[src/rtl/conv_relu_pool.sv]
// conv_relu_pool: optional ReLU followed by 2x2/stride-2 max pooling over a row-major result stream.
// One half-row of horizontal maxima is held between the even and odd rows of each pooling band.
module conv_relu_pool #(
   parameter int width    = 32,
   parameter int img_size = 64,
   parameter bit relu_en  = 1'b1
) (
   input  logic             clk,
   input  logic             rst_n,
   input  logic             frame_start,
   input  logic [width-1:0] result,
   input  logic             result_en,
   output logic [width-1:0] pool_out,
   output logic             pool_en,
   output logic             frame_done,
   output logic             busy
);
   localparam int cw = img_size > 2 ? $clog2(img_size) : 1;
   localparam int bw = img_size > 4 ? $clog2(img_size / 2) : 1;

   logic [cw-1:0] col, row, pos_col, pos_row, ncol, nrow;
   logic [bw-1:0] idx;
   logic signed [width-1:0] v, h_reg, hmax, pmax, buf_rd;
   logic signed [width-1:0] line_buf [2**bw];
   logic last_col, last_row, odd_col, odd_row, fire;

   // frame_start restarts the position so a coincident word lands at (0,0)
   always_comb begin
      pos_col  = frame_start ? '0 : col;
      pos_row  = frame_start ? '0 : row;
      last_col = pos_col == cw'(img_size - 1);
      last_row = pos_row == cw'(img_size - 1);
      odd_col  = pos_col[0];
      odd_row  = pos_row[0];
      idx      = bw'(pos_col >> 1);
      v        = (relu_en && result[width-1]) ? '0 : $signed(result);
      hmax     = (v > h_reg) ? v : h_reg;
      buf_rd   = line_buf[idx];
      pmax     = (buf_rd > hmax) ? buf_rd : hmax;
      fire     = result_en && odd_col && odd_row;
      ncol     = result_en ? (last_col ? '0 : pos_col + 1'b1) : pos_col;
      nrow     = (result_en && last_col) ? (last_row ? '0 : pos_row + 1'b1) : pos_row;
   end

   always_ff @(posedge clk)
      if (result_en && odd_col && !odd_row) line_buf[idx] <= hmax;

   always_ff @(posedge clk)
      if (!rst_n) begin
         col        <= '0;
         row        <= '0;
         h_reg      <= '0;
         pool_out   <= '0;
         pool_en    <= 1'b0;
         frame_done <= 1'b0;
         busy       <= 1'b0;
      end else begin
         col        <= ncol;
         row        <= nrow;
         busy       <= (ncol != '0) || (nrow != '0);
         h_reg      <= (result_en && !odd_col) ? v : (frame_start ? '0 : h_reg);
         pool_en    <= fire;
         frame_done <= fire && last_col && last_row;
         if (fire) pool_out <= pmax;
      end
endmodule

[config.mk]
export PLATFORM = sky130hd
export DESIGN_NAME = conv_relu_pool
export DESIGN_NICKNAME = d
export VERILOG_FILES = /design/src/rtl/conv_relu_pool.sv
export SDC_FILE = /design/constraint.sdc
export NUM_CORES = 1
export LEC_CHECK = 0
export BUFFER_PORTS_ARGS = -buffer_cell sky130_fd_sc_hd__clkbuf_2
export CAP_MARGIN = 40
export CELL_PAD_IN_SITES_DETAIL_PLACEMENT = 0
export CELL_PAD_IN_SITES_GLOBAL_PLACEMENT = 1
export CORE_MARGIN = 2
export CORE_UTILIZATION = 54
export CTS_CLUSTER_SIZE = 20
export DETAILED_ROUTE_END_ITERATION = 16
export GPL_TIMING_DRIVEN = 0
export PLACE_DENSITY = 0.79
export SKIP_LAST_GASP = 1
export SLEW_MARGIN = 40
export SYNTH_ARGS = -nofsm -noshare
export SYNTH_HDL_FRONTEND = slang
export SYNTH_SLANG_ARGS = --single-unit
[constraint.sdc]
create_clock -name clk -period 16.15 [get_ports clk]
set_clock_uncertainty 0.05 [all_clocks]
set_input_delay 4.845 -clock clk [delete_from_list [all_inputs] [get_ports clk]]
set_output_delay 4.845 -clock clk [all_outputs]
set_load 0.03 [all_outputs]
; ---- Yosys cells after proc, flatten, opt, wreduce, memory -nomap -nowiden
; Memory sizes are Yosys's and may differ from the RTL's.
; Cells that the tools add are included.
; W data, S select, Z words.
[op_classes]
addsub = 2
magnitude_cmp = 2
eq_ne = 2
n_mux = 13
reduce_logical = 13
[op_table]
columns = operator, n
row1 = $mux W32, 4
row2 = $gt A32 B32 Y1, 2
row3 = $mux W6, 6
row4 = $mux W31, 1
row5 = $add A6 B1 Y6 const B, 2
row6 = $eq A6 B6 Y1 const B, 2
row7 = $reduce_bool A6 Y1, 2
row8 = $logic_and A1 B1 Y1, 7
row9 = $logic_not A1 Y1, 2
row10 = $mux W1, 2
row11 = $reduce_bool A2 Y1, 1
row12 = $logic_or A1 B1 Y1, 1
[word_totals]
ff_bits = 79
ram_bits = 1024
output_inout_bits = 35
memories = 1
[mem_list]
columns = memory, words, width, read_ports, rd_ports_with_merged_regs, wr, line
row1 = line_buf, 32, 32, 1, 0, 1, 24  ; logic signed [width-1:0] line_buf [2**bw];

; ---- Longest topological paths before layout
; Gate-level depths: netlist of the first run.
[logic_depth]
word_depth = 6
mapped_depth = 22

; ---- Worst setup path before layout of the first run
; No wires, ideal clock.
[synth_timing]
path_kind = input port to flip-flop
startpoint = in result[31]
endpoint = reg pool_out[1]
setup_ns = 0.130
arrival_time_ns = 9.013
t_required_ns = 15.970
path_slack_ns = 6.957
stages = 20
n_path_buf = 4
cell_sequence = buf_2 > clkbuf_1 > nor2b_1 > ha_1 > nand4_1 > or3_1 > o221ai_1 > o21bai_1 > a21oi_2 > buf_6 > mux2i_1 > ha_1 > nand3_1 > nor4_1 > nand4_1 > and3_1 > a22o_1 > clkbuf_1 > a32oi_1 > o21ai_0
[synth_via]
elab_chain_cells = 5
[synth_rtl]
columns = item, line
row1 = from (decl), 11  ; input logic [width-1:0] result,
row2 = $mux W31 *, 36  ; v = (relu_en && result[width-1]) ? '0 : $signed(result);
row3 = $gt A32 B32 Y1, 37  ; hmax = (v > h_reg) ? v : h_reg;
row4 = $mux W32 *, 37
row5 = $gt A32 B32 Y1, 39  ; pmax = (buf_rd > hmax) ? buf_rd : hmax;
row6 = $mux W32 *, 39
row7 = to (signal assigned), 64  ; if (fire) pool_out <= pmax;
row8 = to (decl), 13  ; output logic [width-1:0] pool_out,
; Mark *: on every way between the ends. The rest lies on a longest branch, timed or not.
; A chain may end at the register's enable or synchronous reset.

; ---- Final worst setup path of the first run
; Same ends and word-level chain as after synthesis.

==> results.py, run 1 <==
metrics = {
    "drt": {
        "post-route-drc-count": 0,
        "wirelength_um": 137100,
        "avgViaCountPerCell": 6.963,
        "num_vias": 26850,
        "wl_per_cell_um": 35.55,
        "drt_iter0_drc": 4137,
        "first_pass_iters": 6,
        "drtAntennaViolNets": 0,
    },
    "power": {
        "power.internal_mw": 4.530,
        "seqPwrFrac_pct": 53.3,
        "p_sw_mw": 1.221,
        "p_per_area_nw_per_um2": 118.3,
        "ir_drop_mv": 0.07999,
        "power.leakage_nw": 16.24,
        "sw_frac_of_total_pct": 21.23,
        "p_clk_share_pct": 42.7,
        "power.share.combinational_pct": 4.0,
        "total_power_mw": 5.751,
    },
    "flow_run": {
        "drv_cap": 0,
    },
    "floorplan": {
        "io_pins": 71,
        "core_region_area_um2": 76200,
        "num_rows": 101,
        "die-area_um2": 79450,
        "fp.dieH_um": 281.9,
        "start_util_pct": 54.71,
        "die_width_um": 281.9,
    },
    "synthesis": {
        "yosysUniqueCellTypes": 66,
        "yosysWarnings": 0,
        "synth_cells": 2492,
        "synth_top_area_share_pct": 71.45,
        "syn_area_um2": 41690,
        "async_flop_share_pct": 0,
        "synth_edf_count": 992,
        "syn_nets": 2589,
        "synth_seq_area_share_pct": 75.14,
        "synth_area_leader_cell": "edfxtp_1",
        "syn_area_per_cell_um2": 16.73,
        "synth_area_leaders": "edfxtp_1 71%, a22o_1 5.1%, a221oi_1 4.3%, dfxtp_1 3.7%, ha_1 1.8%",
        "synth_ff_type": "edfxtp_1",
        "synth_seq_cells": 1069,
    },
    "finish": {
        "layout-drive-gt1-share_pct": 18.93,
        "diodes": 0,
        "largest_reg_flops": 992,
        "fin_util_pct": 63.81,
        "fin_area_um2": 48630,
        "nNetsFinal": 2840,
        "fillerInstances": 5169,
        "instances_no_fill": 3856,
        "synthToLayoutAreaGrowth_pct": 16.63,
    },
    "clock_network": {
        "clockBufferDepth": 3,
        "clockRootBuffer": "clkbuf_16",
        "cts.sinks": 1069,
        "path_clk_slew_ps": 60,
        "cts_made_buffers": 103,
        "cts_setup_buffers": 0,
        "clk_latency_ps": 680,
        "cts-htree-levels": 3,
        "cts_resized": 0,
        "ctsHoldBuffers": 0,
        "cts_tree": "done",
    },
    "worst_setup_path": {
        "path_max_fanout": 10,
        "crit_end": "pool_out[1]",
        "crit_required_ps": 16630,
        "arrival_ps": 11830,
        "reg2reg_depth": 19,
        "worst_setup_path_end_kind": "flop",
        "rr_endpoint": "pool_out[1]",
        "crit_path_start": "result[31]",
        "worstSetupStartpointType": "input port",
        "ff2ff_setup_slack_ps": 9660,
        "r2r_start": "h_reg[14]",
        "crit_type": "input port to flop",
    },
    "placement": {
        "port_buffers": 67,
        "place.gp.congestion": 0.8765,
        "place_area_um2": 45190,
        "dp_hpwl_um": 93600,
        "placed_cells": 3668,
    },
    "global_route": {
        "grt_pass1_vias": 26030,
        "grt_pass1_wl_um": 189300,
        "grt_max_degree": 33,
        "antenna_found_initial": 0,
        "grt_overflow": 0,
        "track_usage_pct": 34.46,
    },
    "worst_hold_path": {
        "worstHoldPathCells": 2,
        "min_path_type": "flop to flop",
    },
    "timing": {
        "fmax_mhz": 88.11,
        "fin_tns_setup_ps": 0,
        "layout_worst_path_cycle_share_pct": 70.28,
        "max_slew.worst_pin.slew_ps": 949.5,
        "finalSetupViolations": 0,
        "grt_setup_unrepaired": "false",
        "slew_headroom_pct": 34.89,
        "hold_violations": 0,
        "finalCriticalPeriod_ps": 11350,
        "drv_slew": 0,
    },
    "run_status": {
        "status": "complete, no violations",
    },
}
## through the flow
stage	hold WS [ps]	setup WS [ps]
final	424.7	4801
after global routing	462.2	4551
after CTS	431.6	5014
after detailed placement	422.5	4360
after global placement	406.7	4464
after floorplan	497.3	6957
## cell type report
type | instances | area, µm² | share of cell area, %
sequential | 1069 | 31330 | 64.43
buffer | 178 | 839.6 | 1.727
multi-input combinational | 1181 | 9590 | 19.72
clock buffer | 119 | 2700 | 5.553
timing repair buffer | 146 | 1912 | 3.932
clock inverter | 69 | 724.4 | 1.490
tap | 1030 | 1289 | 2.650
inverter | 64 | 240.2 | 0.4940
## cell usage in the layout (no fill, tap or decap), types with 13 or more instances in the layout
| master | instances |
|---|---|
| a32oi_1 | 30 |
| a221oi_1 | 204 |
| buf_2 | 38 |
| bufinv_16 | 13 |
| nand2_1 | 37 |
| nor2_4 | 32 |
| inv_1 | 34 |
| clkbuf_1 | 99 |
| clkinv_1 | 18 |
| o21ai_1 | 30 |
| edfxtp_1 | 992 |
| o22ai_1 | 121 |
| nor2_1 | 20 |
| a221oi_2 | 39 |
| inv_2 | 30 |
| buf_8 | 42 |
| clkbuf_16 | 105 |
| nor3_1 | 29 |
| buf_16 | 33 |
| clkinv_2 | 18 |
| nor2b_1 | 77 |
| or4_4 | 29 |
| clkbuf_2 | 100 |
| nand3_1 | 15 |
| a22o_1 | 241 |
| nand4_1 | 13 |
| dfxtp_1 | 77 |
| mux2i_1 | 28 |
| ha_1 | 61 |
| a21oi_1 | 54 |
## power groups by stage
stage / logic (mW) / registers, mW / clock network [mW]
after floorplan: 0.136 / 3.12 / 0
after global placement: 0.210 / 3.13 / 0
after detailed placement: 0.224 / 3.13 / 0
after CTS: 0.225 / 3.07 / 2.45
after global routing: 0.248 / 3.06 / 2.56
final: 0.232 / 3.06 / 2.45
## how the worst min path moves through the flow
stage                start            to  slack (ps)
6_report       pool_out[0]   pool_out[0]         420
5_1_grt        pool_out[0]   pool_out[0]         460
4_1_cts        pool_out[0]   pool_out[0]         430
3_5_place_dp   pool_out[0]   pool_out[0]         420
3_3_place_gp   pool_out[0]   pool_out[0]         410
2_1_floorplan    h_reg[10]  pool_out[10]         500
## layer usage
layer	up-vias	GRT usage (%)	share of wire, %	wire [µm]
met4	0	17.51	5.8	7936
li1	10890	-	-	-
met2	2104	55.15	46	63660
met5	-	0	0	0
met1	13420	43.26	34	47230
met3	436	9.596	13	18240
## critical path: stages
cell and delay, ps:
clkbuf_2 130, buf_2 280, clkbuf_1 440, nor2b_1 200, ha_1 340, nand4_1 110, or3_1 530, o221ai_1 480
o21bai_1 210, a21oi_2 420, buf_6 270, mux2i_1 820, ha_1 280, nand4_1 170, nor4_1 640, nand2_1 170
o211ai_1 220, a22o_1 350, nor2b_1 80, inv_1 110, clkbuf_1 520, o21ai_0 140
## cells in the mapped netlist, drive strengths merged (31+ instances only)
master and n:
mux2i 31, o22ai 121, a21oi 56, buf 59, inv 64, o21ai 40
ha 61, clkbuf 119, edfxtp 992, nor2b 79, nor2 53, nand2 37
dfxtp 77, a221oi 243, a22o 241
## cell families (layout without fill, tap and decap cells)
kind of cell,Yosys count,in the layout,share of synthesized area (%)
xor gates and xnor gates,13,13,0.2731
muxes,32,32,0.7712
and+or+nand+nor,299,299,4.267
other,1,1,0.008994
AOI/OAI and AO/OA,774,774,15.18
adders and majority gates,62,62,1.858
DFF,1069,1069,75.14
buffers and inverters,242,576,2.494
(Power assumes the default switching activity.)
==> run 2, diff against run 1 <==
ABC_AREA = 1   (was unset)
CORE_UTILIZATION = 47   (was 54)
PLACE_DENSITY = 0.76   (was 0.79)
clock period = 10 ns   (was 16.15 ns; I/O delays follow)
==> run 2 against run 1 <==
Worst setup slack lost 3700 ps. Wire length grew 4.5%. Flip-flop and latch count is the same. Via count grew 11%. Die area grew 18%. Clock-buffer cell count grew 18. Hold slack lost 10 ps. Sequential power grew 62%. Critical path type unchanged. Final cell count grew 27%. Non-clock buffer count grew 6.
==> results.py, run 2 <==
metrics = {
    "timing": {
        "fmax_mhz": 112.9,
        "layout_worst_path_cycle_share_pct": 88.59,
        "fin_ws_ps": 1141,
        "slew_headroom_pct": 41.47,
        "timing.hold.ws_ps": 414.4,
        "grt_setup_unrepaired": "false",
        "hold_violations": 0,
        "finalSetupViolations": 0,
        "max_slew.worst_pin.slew_ps": 869.9,
        "fin_tns_setup_ps": 0,
        "finalCriticalPeriod_ps": 8859,
        "drv_slew": 0,
    },
    "synthesis": {
        "synth_compound_gate_area_share_pct": 9.868,
        "synth_top_family_by_area": "simple AND/OR/NAND/NOR gates",
        "synth_area_leader_cell": "edfxtp_1",
        "syn_nets": 3452,
        "synth_edf_count": 992,
        "yosys.area_share.simple_pct": 11.93,
        "synthAdderAreaFrac_pct": 1.782,
        "yosysWarnings": 0,
        "synth_ff_type": "edfxtp_1",
        "async_flop_share_pct": 0,
        "synth_cells": 3355,
        "synth_mux_area_share_pct": 0,
        "synth_seq_cells": 1069,
        "yosysUniqueCellTypes": 34,
        "syn_area_um2": 42830,
        "yosysMostFrequentCell": "edfxtp_1",
        "synth_top_area_share_pct": 69.55,
        "netlist_top_cells_count": "992 x edfxtp_1, 965 x nand2_1, 482 x a22oi_1",
        "synth_area_leaders": "edfxtp_1 70%, nand2_1 8.5%, a22oi_1 8.4%, dfxtp_1 3.6%, nor2_1 1.9%",
        "synth_seq_area_share_pct": 73.15,
        "synthXorXnorAreaFrac_pct": 0.06135,
        "syn_area_per_cell_um2": 12.77,
    },
    "worst_setup_path": {
        "crit_family": "simple AND/OR/NAND/NOR gates",
        "path_buf_inv": 8,
        "crit_required_ps": 10570,
        "worst_setup_path_end_kind": "flop",
        "max_stage_delay_ps": 780,
        "arrival_ps": 9430,
        "critPathSlowestCell": "nor4_1",
        "crit_type": "input port to flop",
        "worstSetupStartpointType": "input port",
        "cp_common_cell": "nand2_1",
        "path_max_fanout": 33,
    },
    "floorplan": {
        "io_pins": 71,
        "core_region_area_um2": 90150,
        "die-area_um2": 93560,
        "start_util_pct": 47.51,
        "die_width_um": 305.9,
        "fp.dieH_um": 305.9,
        "num_rows": 110,
    },
    "finish": {
        "fillerInstances": 7272,
        "layout-drive-gt1-share_pct": 13.85,
        "diodes": 0,
        "layout_common_cells": "992 x edfxtp_1, 934 x nand2_1, 482 x a22oi_1, 187 x nor2_1, 138 x inv_1",
        "nNetsFinal": 3719,
        "final_common_cell": "edfxtp_1",
        "largest_reg_flops": 992,
        "synthToLayoutAreaGrowth_pct": 17.93,
    },
    "clock_network": {
        "path_clk_slew_ps": 60,
        "cts_tree": "done",
        "cts_setup_buffers": 0,
        "cts_made_buffers": 107,
        "cts_resized": 0,
        "ctsHoldBuffers": 0,
        "cts-htree-levels": 3,
        "cts.sinks": 1069,
        "clockBufferDepth": 3,
        "clockRootBuffer": "clkbuf_16",
        "clk_latency_ps": 690,
    },
    "placement": {
        "pre_cts_slack_ps": 688.3,
        "port_buffers": 68,
        "dp_hpwl_um": 97910,
        "place.gp.congestion": 0.8367,
    },
    "drt": {
        "avgViaCountPerCell": 6.110,
        "post-route-drc-count": 0,
        "first_pass_iters": 6,
        "num_vias": 29860,
        "wirelength_um": 143300,
        "drt_iter0_drc": 4525,
        "wl_per_cell_um": 29.32,
        "drtAntennaViolNets": 0,
    },
    "run_status": {
        "status": "complete, no violations",
    },
    "power": {
        "p_per_area_nw_per_um2": 185.9,
        "ir_drop_mv": 0.1276,
        "total_power_mw": 9.388,
        "power.leakage_nw": 18.72,
    },
    "global_route": {
        "grt_overflow": 0,
        "grt_pass1_vias": 28170,
        "track_usage_pct": 30.41,
        "grt_max_degree": 34,
        "antenna_found_initial": 2,
        "grt_pass1_wl_um": 201100,
    },
    "flow_run": {
        "drv_cap": 0,
    },
    "worst_hold_path": {
        "min_path_type": "flop to flop",
    },
}
-- run 2: cell count changes after synthesis, moves of 39 or more --
cell | before | now
clkbuf_1 | 118 | 45
a221oi_2 | 39 | 0
nand2_1 | 37 | 965
buf_2 | 38 | 108
o22ai_1 | 121 | 0
a221oi_1 | 204 | 0
a21oi_1 | 55 | 97
nand3_1 | 16 | 77
inv_1 | 62 | 138
nor2b_1 | 77 | 0
a22oi_1 | 11 | 482
nor2_1 | 52 | 219
a22o_1 | 241 | 0
-- run 2: stage by stage --
stage | instances | cell area, µm² | utilization (%)
final | 4887 | 50510 | 56.03
after global routing | 4887 | 50510 | 56.03
after CTS | 4887 | 50510 | 56.03
after detailed placement | 4689 | 47070 | 52.21
after global placement | 4599 | 44640 | 49.52
after floorplan | 3355 | 42830 | -
-- run 2: final timing paths --
path | startpoint | end | slack, ps | cells after the start
min reg2reg | pool_out[23] | pool_out[23] | 410 | 2
min | pool_out[23] | pool_out[23] | 410 | 2
max reg2reg | h_reg[27] | pool_out[17] | 4190 | 22
max | result[31] | pool_out[17] | 1140 | 27
-- run 2: cells by family (layout without fill, tap and decap cells) --
| group | Yosys count | after routing |
|---|---|---|
| AO/OA/AOI/OAI | 600 | 600 |
| XOR/XNOR | 3 | 3 |
| adder cells (fa/ha/maj) | 61 | 61 |
| buffers and inverters | 316 | 672 |
| flip-flops | 1069 | 1069 |
| other | 1 | 1 |
| AND/OR/NAND/NOR | 1305 | 1305 |
-- run 2: routing by layer --
layer	share of wire [%]	GRT usage [%]	up-vias
met5	0.013	0	-
met4	4.7	12.78	2
met3	12	6.719	347
met2	45	46.65	1960
met1	38	42.13	14800
li1	-	-	12750
-- run 2: layout make-up --
class	count	area, µm²	area share, %
inverter	144	543.0	1.075
clock buffer	137	2833	5.608
multi-input combinational	1970	10450	20.69
sequential	1069	31330	62.03
clock inverter	61	609.3	1.206
buffer	172	840.8	1.665
timing repair buffer	158	2435	4.820
tap	1176	1471	2.913
-- run 2: report_power, final --
part	internal, mW	switching (mW)	total [mW]
clock	2.28	1.71	3.99
combinational	0.104	0.344	0.448
sequential	4.95	0.00443	4.95
-- run 2: worst min-delay path: cells and delay by family (launching register included) --
| family | cells | cell delay, ps |
|---|---|---|
| flops | 1 | 310 |
| simple gates | 1 | 60 |
| compound gates | 1 | 50 |
